==> config.mk <==
export PLATFORM = sky130hd
export DESIGN_NAME = chorus_mixer
export DESIGN_NICKNAME = d
export VERILOG_FILES = /design/src/rtl/chorus_mixer.sv
export SDC_FILE = /design/constraint.sdc
export NUM_CORES = 1
export LEC_CHECK = 0
export CORE_MARGIN = 4
export CORE_UTILIZATION = 35
export CTS_BUF_LIST = sky130_fd_sc_hd__clkbuf_16
export DETAILED_ROUTE_END_ITERATION = 16
export HOLD_SLACK_MARGIN = 0.08
export PLACE_DENSITY_LB_ADDON = 0.25
export RECOVER_POWER = 25
export SYNTH_ARGS = -nofsm -noshare
export SYNTH_HDL_FRONTEND = slang
export SYNTH_SLANG_ARGS = --single-unit
==> constraint.sdc <==
create_clock -name clk -period 6 [get_ports clk]
set_clock_uncertainty 0.05 [all_clocks]
set_input_delay 1.2 -clock clk [delete_from_list [all_inputs] [get_ports clk]]
set_output_delay 1.2 -clock clk [all_outputs]
set_load 0.05 [all_outputs]
==> src/rtl/chorus_mixer.sv <==
`default_nettype none
// ============================================================================
// Module      : chorus_mixer
// Description : Wet/dry blend stage of the chorus chain. Pairs each dry sample
//               with its delayed (wet) counterpart, weights them by a
//               per-frame mix value, rounds half-up, saturates and emits one
//               sample per frame with a single-cycle valid strobe.
// Revision    : 1.0 - initial release
// ============================================================================
module chorus_mixer #(
  parameter int PKT_WIDTH      = 16,
  parameter int MIX_WIDTH      = 8,
  parameter int TIMEOUT_CYCLES = 100
) (
  input  logic                 clk,
  input  logic                 rst_n,
  input  logic [PKT_WIDTH-1:0] pktDry_i,
  input  logic                 pktDryChanged_i,
  input  logic [PKT_WIDTH-1:0] pktWet_i,
  input  logic                 pktWetChanged_i,
  input  logic [MIX_WIDTH-1:0] mix_i,
  output logic [PKT_WIDTH-1:0] pktMix_o,
  output logic                 pktMixValid_o,
  output logic                 timeoutErr_o,
  output logic                 overrunErr_o
);

  localparam logic [2:0] S_IDLE     = 3'd0;
  localparam logic [2:0] S_WAIT_WET = 3'd1;
  localparam logic [2:0] S_MULT     = 3'd2;
  localparam logic [2:0] S_SUM      = 3'd3;
  localparam logic [2:0] S_OUT      = 3'd4;

  localparam int c_PROD_W = PKT_WIDTH + MIX_WIDTH + 1;
  localparam int c_SUM_W  = PKT_WIDTH + MIX_WIDTH + 2;
  localparam int c_CNT_W  = (TIMEOUT_CYCLES > 1) ? $clog2(TIMEOUT_CYCLES) : 1;

  localparam logic [c_CNT_W-1:0]          c_CNT_LAST = c_CNT_W'(TIMEOUT_CYCLES - 1);
  localparam logic [MIX_WIDTH:0]          c_FULL     = {1'b1, {MIX_WIDTH{1'b0}}};
  localparam logic signed [c_SUM_W-1:0]   c_ROUND    = c_SUM_W'(2 ** (MIX_WIDTH - 1));
  localparam logic signed [c_SUM_W-1:0]   c_SAT_MAX  = c_SUM_W'((2 ** (PKT_WIDTH - 1)) - 1);
  localparam logic signed [c_SUM_W-1:0]   c_SAT_MIN  = ~c_SAT_MAX;
  localparam logic [PKT_WIDTH-1:0]        c_OUT_MAX  = {1'b0, {(PKT_WIDTH-1){1'b1}}};
  localparam logic [PKT_WIDTH-1:0]        c_OUT_MIN  = {1'b1, {(PKT_WIDTH-1){1'b0}}};

  logic [2:0]                  r_state;
  logic [2:0]                  w_state_nxt;
  logic [c_CNT_W-1:0]          r_cnt;
  logic [PKT_WIDTH-1:0]        r_dry;
  logic [PKT_WIDTH-1:0]        r_wet;
  logic [MIX_WIDTH-1:0]        r_mix;
  logic                        r_pend_vld;
  logic [PKT_WIDTH-1:0]        r_pend_dry;
  logic [MIX_WIDTH-1:0]        r_pend_mix;
  logic signed [c_PROD_W-1:0]  r_pdry;
  logic signed [c_PROD_W-1:0]  r_pwet;
  logic [PKT_WIDTH-1:0]        r_mix_out;
  logic                        r_timeout_err;
  logic                        r_overrun_err;

  logic                        w_dry_take;
  logic                        w_timeout;
  logic signed [c_PROD_W-1:0]  w_dry_ext;
  logic signed [c_PROD_W-1:0]  w_wet_ext;
  logic signed [c_PROD_W-1:0]  w_wdry;
  logic signed [c_PROD_W-1:0]  w_wwet;
  logic signed [c_SUM_W-1:0]   w_sum;
  logic signed [c_SUM_W-1:0]   w_shift;
  logic [PKT_WIDTH-1:0]        w_sat;
  logic                        w_valid;

  // A dry sample is taken in IDLE either from the strobe or from the pending slot
  assign w_dry_take = pktDryChanged_i | r_pend_vld;
  // Timeout fires only when neither a wet nor a replacement dry arrives
  assign w_timeout  = (r_cnt == c_CNT_LAST) && !pktWetChanged_i && !pktDryChanged_i;

  // Products are formed at full width; weights are non-negative so zero-extend them
  assign w_dry_ext = {{(MIX_WIDTH+1){r_dry[PKT_WIDTH-1]}}, r_dry};
  assign w_wet_ext = {{(MIX_WIDTH+1){r_wet[PKT_WIDTH-1]}}, r_wet};
  assign w_wdry    = {{PKT_WIDTH{1'b0}}, c_FULL - {1'b0, r_mix}};
  assign w_wwet    = {{(PKT_WIDTH+1){1'b0}}, r_mix};

  // Round half-up, then arithmetic shift back to sample scale
  assign w_sum   = {r_pdry[c_PROD_W-1], r_pdry} + {r_pwet[c_PROD_W-1], r_pwet} + c_ROUND;
  assign w_shift = w_sum >>> MIX_WIDTH;

  // Clamp the scaled sum into the signed sample range
  always_comb begin
    w_sat = w_shift[PKT_WIDTH-1:0];
    if (w_shift > c_SAT_MAX) begin
      w_sat = c_OUT_MAX;
    end else if (w_shift < c_SAT_MIN) begin
      w_sat = c_OUT_MIN;
    end
  end

  // State register
  always_ff @(posedge clk) begin
    if (!rst_n) begin
      r_state <= S_IDLE;
    end else begin
      r_state <= w_state_nxt;
    end
  end

  // Next-state decode
  always_comb begin
    w_state_nxt = r_state;
    case (r_state)
      S_IDLE: begin
        if (w_dry_take) begin
          w_state_nxt = pktWetChanged_i ? S_MULT : S_WAIT_WET;
        end
      end
      S_WAIT_WET: begin
        if (pktWetChanged_i || w_timeout) begin
          w_state_nxt = S_MULT;
        end
      end
      S_MULT:  w_state_nxt = S_SUM;
      S_SUM:   w_state_nxt = S_OUT;
      S_OUT:   w_state_nxt = S_IDLE;
      default: w_state_nxt = S_IDLE;
    endcase
  end

  // Output decode: valid strobe for the single OUT cycle
  always_comb begin
    w_valid = 1'b0;
    if (r_state == S_OUT) begin
      w_valid = 1'b1;
    end
  end

  // Sample latching, timeout counter, pending slot, arithmetic pipeline and sticky flags
  always_ff @(posedge clk) begin
    if (!rst_n) begin
      r_cnt         <= '0;
      r_dry         <= '0;
      r_wet         <= '0;
      r_mix         <= '0;
      r_pend_vld    <= 1'b0;
      r_pend_dry    <= '0;
      r_pend_mix    <= '0;
      r_pdry        <= '0;
      r_pwet        <= '0;
      r_mix_out     <= '0;
      r_timeout_err <= 1'b0;
      r_overrun_err <= 1'b0;
    end else begin
      case (r_state)
        S_IDLE: begin
          r_cnt <= '0;
          if (pktDryChanged_i) begin
            // A fresh strobe supersedes anything still waiting in the slot
            r_dry      <= pktDry_i;
            r_mix      <= mix_i;
            r_pend_vld <= 1'b0;
            if (r_pend_vld) begin
              r_overrun_err <= 1'b1;
            end
          end else if (r_pend_vld) begin
            r_dry      <= r_pend_dry;
            r_mix      <= r_pend_mix;
            r_pend_vld <= 1'b0;
          end
          if (w_dry_take && pktWetChanged_i) begin
            r_wet <= pktWet_i;
          end
        end
        S_WAIT_WET: begin
          if (pktDryChanged_i) begin
            r_dry         <= pktDry_i;
            r_mix         <= mix_i;
            r_cnt         <= '0;
            r_overrun_err <= 1'b1;
          end else begin
            r_cnt <= r_cnt + c_CNT_W'(1);
          end
          if (pktWetChanged_i) begin
            r_wet <= pktWet_i;
          end else if (w_timeout) begin
            // Bypass: mixing dry with itself reproduces the dry sample exactly
            r_wet         <= r_dry;
            r_timeout_err <= 1'b1;
          end
        end
        S_MULT: begin
          r_pdry <= w_dry_ext * w_wdry;
          r_pwet <= w_wet_ext * w_wwet;
        end
        S_SUM: begin
          r_mix_out <= w_sat;
        end
        default: begin
        end
      endcase
      // Dry samples arriving while the pipeline is busy park in the one-entry slot
      if ((r_state == S_MULT || r_state == S_SUM || r_state == S_OUT) && pktDryChanged_i) begin
        r_pend_dry <= pktDry_i;
        r_pend_mix <= mix_i;
        r_pend_vld <= 1'b1;
        if (r_pend_vld) begin
          r_overrun_err <= 1'b1;
        end
      end
    end
  end

  assign pktMix_o      = r_mix_out;
  assign pktMixValid_o = w_valid;
  assign timeoutErr_o  = r_timeout_err;
  assign overrunErr_o  = r_overrun_err;

endmodule
`default_nettype wire

### Word-level counts from Yosys, hierarchy flattened

Index checks and enable logic that the tools add are counted.

| storage, ports and cells | value |
|---|---|
| bits of input ports | 44 |
| bits in registers | 143 |
| word-level logic and storage cells | 79 |
| output and inout port bits | 19 |

| cells by class | value |
|---|---|
| bitwise gates (word level) | 2 |
| magnitude comparators | 2 |
| add/sub/neg operators | 4 |
| reductions and logical operators | 16 |
| muxes and demuxes | 29 |
| equal/unequal tests | 11 |
| multipliers | 2 |

Operators by type and width:

| cell | count |
|---|---|
| 16-bit 2-to-1 mux | 8 |
| 16-bit case mux with 2 select lines | 2 |
| 25-bit by 25-bit adder with 26-bit output | 1 |
| 26-bit by 8-bit adder with 26-bit output (second input constant) | 1 |
| 16-bit by 10-bit multiplier with 25-bit output | 1 |
| 16-bit by 9-bit multiplier with 25-bit output | 1 |
| 8-bit 2-to-1 mux | 3 |
| 18-bit by 16-bit greater-than comparator with 1-bit output (second input constant) | 1 |
| 18-bit by 16-bit less-than comparator with 1-bit output (second input constant) | 1 |
| 8-bit case mux with 2 select lines | 1 |
| 7-bit case mux with 2 select lines | 1 |
| 3-bit case mux with 4 select lines | 1 |
| 3-bit AND reduction | 3 |
| 9-bit by 8-bit subtractor with 9-bit output (first input constant) | 1 |
| 1-bit 2-to-1 mux | 8 |
| 2-bit inequality test (second input constant) | 4 |
| 7-bit by 1-bit adder with 7-bit output (second input constant) | 1 |
| 7-bit equality test (second input constant) | 1 |
| 7-bit 2-to-1 mux | 1 |
| 3-bit by 2-bit equality test with 1-bit output (second input constant) | 2 |
| 3-bit 2-to-1 mux | 2 |
| 3-bit inequality test (second input constant) | 2 |
| 1-bit logical AND | 4 |
| 2-bit nonzero test | 2 |
| 10 further kinds | 13 |

### Longest topological paths before layout

Gate-level depths: netlist (run 1).

| logic depth | value |
|---|---|
| depth in word-level cells | 6 |
| mapped depth | 26 |
| depth with buffers taken out | 23 |

### Least setup slack after synthesis (run 1)

No wires, ideal clock.

| path | value |
|---|---|
| kind | register to register |
| start point | register r_mix[0] |
| end point | register r_pdry[24] |
| cell stages (with the launch flop) | 27 |
| setup time | 0.086 ns |
| arrival | 6.419 ns |
| setup slack | -0.554 ns |
| buffers on the path | 3 |
| data required time | 5.864 ns |
| cells stage by stage | dfxtp_1 > clkbuf_1 > buf_1 > inv_1 > ha_1 > xnor2_1 > clkbuf_1 > nand2_1 > fa_1 > inv_1 > fa_1 > inv_1 > fa_1 > inv_1 > fa_1 > inv_1 > fa_1 > inv_1 > ha_1 > or2_2 > a31oi_1 > or4_1 > a211oi_1 > a41oi_1 > a21oi_1 > xnor2_1 > a211oi_1 |

| between the ends | value |
|---|---|
| word-level cells in the longest chain between the ends | 2 |

RTL lines:

| item | line | text |
|---|---|---|
| start, declared | 51 | `logic [MIX_WIDTH-1:0] r_mix;` |
| start signal, assigned | 157 | `r_mix <= mix_i;` |
| start signal, assigned | 164 | `r_mix <= r_pend_mix;` |
| start signal, assigned | 174 | `r_mix <= mix_i;` |
| 9-bit by 8-bit subtractor with 9-bit output | 80 | `assign w_wdry = {{PKT_WIDTH{1'b0}}, c_FULL - {1'b0, r_mix}};` |
| 16-bit by 10-bit multiplier with 25-bit output | 189 | `r_pdry <= w_dry_ext * w_wdry;` |
| end signal, assigned | 189 |  |
| end, declared | 55 | `logic signed [c_PROD_W-1:0] r_pdry;` |

Every way passes these cells.
A chain may end at the register's enable or synchronous reset.

### Worst setup path after layout (run 1)

| path | value |
|---|---|
| start point | register r_mix[4] |
| end point | register r_pdry[24] |

Same word-level chain as after synthesis.

==> summary.md, run 1 <==
| Metric | Value |
|---|---|
| Vias/cell | `4.96` |
| Worst-path fanout max | `3` |
| GR Layer Usage met2 | `29.6%` |
| Hold Slack | `0.404 ns` |
| Die footprint | `50600 sq um` |
| Status | `complete, no violations` |
| Distinct cell type count after synthesis | `59` |
| FP Rows | `79` |
| Critical Path AT | `6.23 ns` |
| Via count of the first global-routing pass | `13300` |
| Max-cap violations | `0` |
| GRT Resource Usage Total | `17.2%` |
| N_diodes | `0` |
| Max Transition Viols Final | `0` |
| Cts bufs inserted | `17` |
| Max frequency | `169 MHz` |
| Fillers | `4552` |
| DR WL/cell | `16.6 microns` |
| Post-synth EDFFs | `0` |
| Peak VDD IR | `0.290 mV` |
| Ys flop type | `dfxtp_1` |
| Final setup fails | `0` |
| DR pass1 iterations | `5` |
| Post-route DRC | `0` |
| Final wirelength | `43400 microns` |
| Most common cell after layout, fill and taps aside | `inv_1` |
| Share of the yosys chip area belonging to registers | `17.4%` |
| FF+latch area | `2880 sq um` |
| Top Usage Layer GRT | `met2` |
| H-Tree Depth | `4` |
| Least-Margin Pin Slew | `1.09 ns` |
| Clk_lat worst skew | `0.45 ns` |
| CTS Hold Bufs | `0` |
| P per Cell Area | `435 nW/um^2` |
| Initial DRC count | `579` |
| DP Wirelength | `33900 microns` |
| Most frequent cells in the layout | `275 x inv_1, 259 x nand2_1, 218 x fa_1` |
| Via count | `13000` |
| Synthesized net count | `2331` |
| Layout cell share with drive strength beyond 1 | `10.4%` |
| Clk buf depth | `2` |
| Placed instance area | `18200 sq um` |
| CP Launch Type | `flop` |
| Warnings from Yosys | `0` |
| Die width | `225 microns` |
| Met3 Usage GRT | `2.04%` |
| Final core occ | `41.5%` |
| CTS tree | `built` |
| Initial antenna violation count | `0` |
| Setup Crit Path Kind | `flop to flop` |
| CP required | `6.30 ns` |
| Worst setup EP type | `flop` |
| Mapped Avg Cell Area | `8.60 sq um` |
| Slew headroom | `27.1%` |
| Area of the multi-input gates | `12600 sq um` |
| Async SR Flop Fraction | `0%` |
| Pleak | `9.33 nW` |
| Post-Syn Area | `16500 sq um` |
| Fin nets | `2415` |
| Largest net degree at the start of global routing | `81` |
| Cells after synthesis | `1913` |
| GPL Wtd Cong | `0.834` |
| Fin crit share | `98.8%` |
| Initial Util | `35.4%` |
| Worst-path clk slew | `0.06 ns` |
| RSZ-0062 raised after global routing | `yes` |
| Post-synthesis register bit count | `143` |
| GR Util met1 | `22.8%` |
| Core ar. | `46600 sq um` |
| Endpoints failing hold | `0` |
| Hold WC Path Type | `flop to flop` |
| Port Buffer Count | `62` |
| Gr ovfl total | `0` |
| Finished Cell Area | `19300 sq um` |
| Syn-to-layout area delta | `17.3%` |
| # clock sinks | `143` |
| Global-route wire length before repair | `69700 microns` |
| Final Power | `0.00840 W` |
| Chip Height | `225 microns` |
| Post-DRT Antenna Nets | `0` |
| # IOs | `63` |
| Clock root cell | `clkbuf_16` |
| Final min period | `5.93 ns` |
[routing by layer]
| layer | vias to the layer above | part of all wire (%) |
|---|---|---|
| li1 | 6288 | - |
| met1 | 6420 | 45 |
| met2 | 210 | 50 |
| met3 | 58 | 2.4 |
| met4 | 0 | 2.2 |
| met5 | - | 0 |
[what timing repair did]
action | 4_1_cts | 5_1_grt
endpoints found under the setup margin | 10 | 14
cloned | 0 | 2
resized for setup | 13 | 73
pin swaps | 8 | 46
buffers inserted | 0 | 12
[registers in the layout (all words and copies together) (netlist names)]
name and cells:
r_pwet 25, r_pend_dry 16, r_cnt 7, r_pend_vld 1, r_pend_mix 8, r_pdry 25
r_dry 16, r_mix 8, r_state 3, pktMix_o 16, overrunErr_o 1, r_wet 16
timeoutErr_o 1
[synthesized netlist by cell type, types with 6 or more instances]
| cell | number | share of area [%] |
|---|---|---|
| o211ai_1 | 6 | 0.27 |
| and3_1 | 9 | 0.34 |
| o21bai_1 | 7 | 0.32 |
| a21o_1 | 19 | 0.87 |
| xnor2_1 | 48 | 2.6 |
| a21oi_1 | 119 | 3.6 |
| clkbuf_1 | 80 | 1.8 |
| ha_1 | 153 | 12 |
| or3_1 | 8 | 0.30 |
| nor3_1 | 16 | 0.49 |
| buf_1 | 11 | 0.25 |
| dfxtp_1 | 143 | 17 |
| a211oi_1 | 58 | 2.6 |
| nand3_1 | 22 | 0.67 |
| o21ai_0 | 45 | 1.4 |
| fa_1 | 221 | 27 |
| nor2_1 | 90 | 2.1 |
| nand4_1 | 8 | 0.30 |
| o31ai_1 | 7 | 0.32 |
| xor2_1 | 22 | 1.2 |
| nand2_1 | 265 | 6.0 |
| mux2i_1 | 41 | 2.5 |
| and2_1 | 158 | 6.0 |
| o21a_1 | 7 | 0.32 |
| inv_1 | 281 | 6.4 |
[worst paths after layout]
check | start | end | slack (ns) | cells after the start
max | r_mix[4] | r_pdry[24] | 0.07 | 23
min | r_pend_dry[13] | r_pend_dry[13] | 0.40 | 2
max reg2reg | r_mix[4] | r_pdry[24] | 0.07 | 23
min reg2reg | r_pend_dry[13] | r_pend_dry[13] | 0.40 | 2
[per-stage QoR]
step / TNS [ns] / setup slack, ns / std cells
2_1_floorplan: 0 / 0.00380 / 1913
3_3_place_gp: -0.460 / -0.141 / 2571
3_5_place_dp: -0.998 / -0.252 / 2571
4_1_cts: -0.0282 / -0.0282 / 2602
5_1_grt: -0.575 / -0.206 / 2616
6_report: 0 / 0.0695 / 2616
[kinds of logic after synthesis]
logic type,after synthesis,share of synthesized area (%)
AOI/OAI and AO/OA,304,11.7
xor gates and xnor gates,70,3.72
adders and majority gates,374,38.5
buffers and inverters,376,8.64
DFF,143,17.4
muxes,42,2.56
and+or+nand+nor,604,17.4
[power by group]
group / leakage [nW] / internal (W) / switching [W] / total, W
combinational: 7.87 / 0.00264 / 0.00329 / 0.00593
sequential: 1.17 / 0.00111 / 0.000225 / 0.00134
clock: 0.293 / 0.000693 / 0.000446 / 0.00114
total: 9.33 / 0.00444 / 0.00397 / 0.00840
[layout make-up]
class	count	area share, %
clock buffers	17	2.20
clock inverters	14	0.985
inverters	281	5.47
multi-input cells	1394	65.2
flip-flops and latches	143	14.9
well taps	607	3.93
repair buffers	160	7.28
[critical path, stage by stage, from the launching register on]
cell	delay, ns
dfxtp_4	0.36
buf_6	0.12
nor4b_4	0.31
xnor2_2	0.12
buf_4	0.15
and2_4	0.15
fa_2	0.39
fa_1	0.54
inv_1	0.06
fa_1	0.47
inv_1	0.05
fa_1	0.47
inv_1	0.05
fa_1	0.54
inv_2	0.05
ha_4	0.26
or2_4	0.13
a31oi_4	0.09
or4_4	0.57
a211oi_4	0.29
a41oi_2	0.17
a21oi_2	0.18
xnor2_1	0.08
a211oi_1	0.19
Power figures use the tool's default switching activity.
==> run 2, diff against run 1 <==
--- a/config.mk
+++ b/config.mk
@@ -5,13 +5,15 @@
 export SDC_FILE = /design/constraint.sdc
 export NUM_CORES = 1
 export LEC_CHECK = 0
-export CORE_MARGIN = 4
+export CORE_MARGIN = 3
 export CORE_UTILIZATION = 35
 export CTS_BUF_LIST = sky130_fd_sc_hd__clkbuf_16
 export DETAILED_ROUTE_END_ITERATION = 16
+export GPL_ROUTABILITY_DRIVEN = 0
 export HOLD_SLACK_MARGIN = 0.08
 export PLACE_DENSITY_LB_ADDON = 0.25
 export RECOVER_POWER = 25
 export SYNTH_ARGS = -nofsm -noshare
 export SYNTH_HDL_FRONTEND = slang
 export SYNTH_SLANG_ARGS = --single-unit
+export TNS_END_PERCENT = 100
==> summary.md, run 2 (same netlist as run 1, synthesis figures left out) <==
| Metric | Value |
|---|---|
| # IOs | `63` |
| Final wirelength | `43100 microns` |
| Largest net degree at the start of global routing | `92` |
| Initial Util | `35.9%` |
| Hold WC Path Type | `flop to flop` |
| Critical Path AT | `6.13 ns` |
| # clock sinks | `143` |
| Worst setup EP type | `flop` |
| Most frequent cells in the layout | `269 x inv_1, 259 x nand2_1, 216 x fa_1` |
| Logic gate share of total power | `72.1%` |
| Gr ovfl total | `0` |
| DR pass1 iterations | `4` |
| Net Switching | `0.00406 W` |
| Initial DRC count | `631` |
| GRT Resource Usage Total | `17.3%` |
| Internal | `0.00451 W` |
| Peak VDD IR | `0.343 mV` |
| Clk_lat worst skew | `0.45 ns` |
| Post-Place Setup Slack | `-0.151 ns` |
| CP required | `6.29 ns` |
| Most frequent CP cell | `fa_1` |
| Post-DRT Antenna Nets | `0` |
| CP Launch Type | `flop` |
| Least-Margin Pin Slew | `1.15 ns` |
| Clock root cell | `clkbuf_16` |
| DR WL/cell | `16.5 microns` |
| Max Transition Viols Final | `0` |
| Initial antenna violation count | `0` |
| Syn-to-layout area delta | `17.9%` |
| PnR worst setup slack | `0.161 ns` |
| Worst-path fanout max | `5` |
| Worst Hold Launch | `r_pwet[7]` |
| Worst R2R Start | `r_mix[2]` |
| Final min period | `5.84 ns` |
| Chip Height | `223 microns` |
| Max-cap violations | `0` |
| Net Sw Frac | `47.4%` |
| Layout cell share with drive strength beyond 1 | `11.5%` |
| Worst-path clk slew | `0.07 ns` |
| H-Tree Depth | `4` |
| CTS Hold Bufs | `0` |
| Setup Crit Path Kind | `flop to flop` |
| Fin nets | `2423` |
| Slowest stage delay, CP | `0.54 ns` |
| Clk buf depth | `2` |
| Post-route DRC | `0` |
| FP Rows | `78` |
| Via count | `13000` |
| Sequential power share | `15.4%` |
| Slowest cell on the critical path | `or4_4` |
| Setup TNS | `0 ns` |
| Fillers | `4598` |
| Largest registers | `r_pdry: 25 flops, r_pwet: 25 flops` |
| Fin crit share | `97.3%` |
| CTS tree | `built` |
| FF+latch area | `2870 sq um` |
| Die footprint | `49700 sq um` |
| Slew headroom | `23.2%` |
| Max frequency | `171 MHz` |
| Final core occ | `42.3%` |
| Final setup fails | `0` |
| Endpoints failing hold | `0` |
| Global-route wire length before repair | `69100 microns` |
| N_diodes | `0` |
| Via count of the first global-routing pass | `13200` |
| Crit path launch | `r_mix[2]` |
| Non-filler instance count after layout | `2617` |
| Area of the multi-input gates | `12700 sq um` |
| Most common cell after layout, fill and taps aside | `inv_1` |
| Port Buffer Count | `62` |
| Status | `complete, no violations` |
| DP Wirelength | `34000 microns` |
| CP Cell Sequence | `nor4_4, nand2_2, xor2_4, buf_6, and2_1, fa_1, fa_1, fa_1, fa_1, inv_1, fa_1, inv_2, ha_4, nand2_2, or4_4, a211oi_4, a41oi_2, nor2b_4, xor2_1, o21ai_1` |
| P per Cell Area | `442 nW/um^2` |
| Pleak | `9.36 nW` |
| Vias/cell | `4.98` |
| Cts bufs inserted | `17` |
| Dpl cells | `2575` |
| Die width | `223 microns` |
| Core ar. | `45900 sq um` |
| RSZ-0062 raised after global routing | `yes` |
| Clock Power Share | `12.5%` |
run 2: final cells by class:
type	count	area share (%)
clock buffer	17	2.19
clock inverter	14	0.832
inverter	281	5.44
multi-input combinational	1395	65.5
sequential	143	14.8
tap	600	3.87
timing repair buffer	167	7.38
run 2: path summary, 6_finish.rpt:
path	depth (start not counted)	end	slack [ns]
worst max-delay path	20	r_pdry[22]	0.16
worst min register to register	2	r_pwet[7]	0.40
worst max register to register	20	r_pdry[22]	0.16
worst min-delay path	2	r_pwet[7]	0.40
run 2: per-stage QoR:
step	power [W]	cell area (sq um)	hold WS [ns]
detailed placement	0.00680	18300	0.398
floorplan	0.00499	16600	0.382
CTS	0.00794	18900	0.407
finish	0.00858	19400	0.403
global placement	0.00673	18300	0.391
global route	0.00942	19400	0.425
run 2: repair_timing:
action                     4_1_cts  5_1_grt
pin swaps                        4       81
resized for setup                7       91
gates cloned                     0        2
setup endpoints to repair        8       14
buffers inserted                 0       10
run 2: per-layer routing:
layer | wire [microns] | up-vias | track usage [%]
li1 | - | 6325 | -
met1 | 19700 | 6483 | 22.9
met2 | 21000 | 176 | 29.1
met3 | 1220 | 56 | 2.30
met4 | 1120 | 0 | 5.95
met5 | 0 | - | 0
run 2: critical path: cells and delay by family, from the launching register on:
family,cells,cell delay (ns)
AOI/OAI and AO/OA,3,0.56
xor gates and xnor gates,2,0.38
adders and majority gates,6,2.70
buffers and inverters,3,0.26
DFF,1,0.36
and+or+nand+nor,6,1.41
run 2: power groups by stage:
| stage | Sequential, W | Clock [W] | Combinational (W) |
|---|---|---|---|
| 5_1_grt | 0.00135 | 0.00113 | 0.00694 |
| 3_5_place_dp | 0.00134 | 0 | 0.00546 |
| 6_report | 0.00132 | 0.00107 | 0.00618 |
| 4_1_cts | 0.00132 | 0.00110 | 0.00552 |
| 3_3_place_gp | 0.00133 | 0 | 0.00539 |
| 2_1_floorplan | 0.00125 | 0 | 0.00374 |
==> run 3, diff against run 2 <==
--- a/config.mk
+++ b/config.mk
@@ -8,9 +8,10 @@
 export CORE_MARGIN = 3
 export CORE_UTILIZATION = 35
 export CTS_BUF_LIST = sky130_fd_sc_hd__clkbuf_16
+export CTS_CLUSTER_DIAMETER = 50
 export DETAILED_ROUTE_END_ITERATION = 16
 export GPL_ROUTABILITY_DRIVEN = 0
-export HOLD_SLACK_MARGIN = 0.08
+export HOLD_SLACK_MARGIN = 0.12
 export PLACE_DENSITY_LB_ADDON = 0.25
 export RECOVER_POWER = 25
 export SYNTH_ARGS = -nofsm -noshare
==> results of run 3 <==
Same layout as run 2: the final DEF is identical, and so are final timing and power.
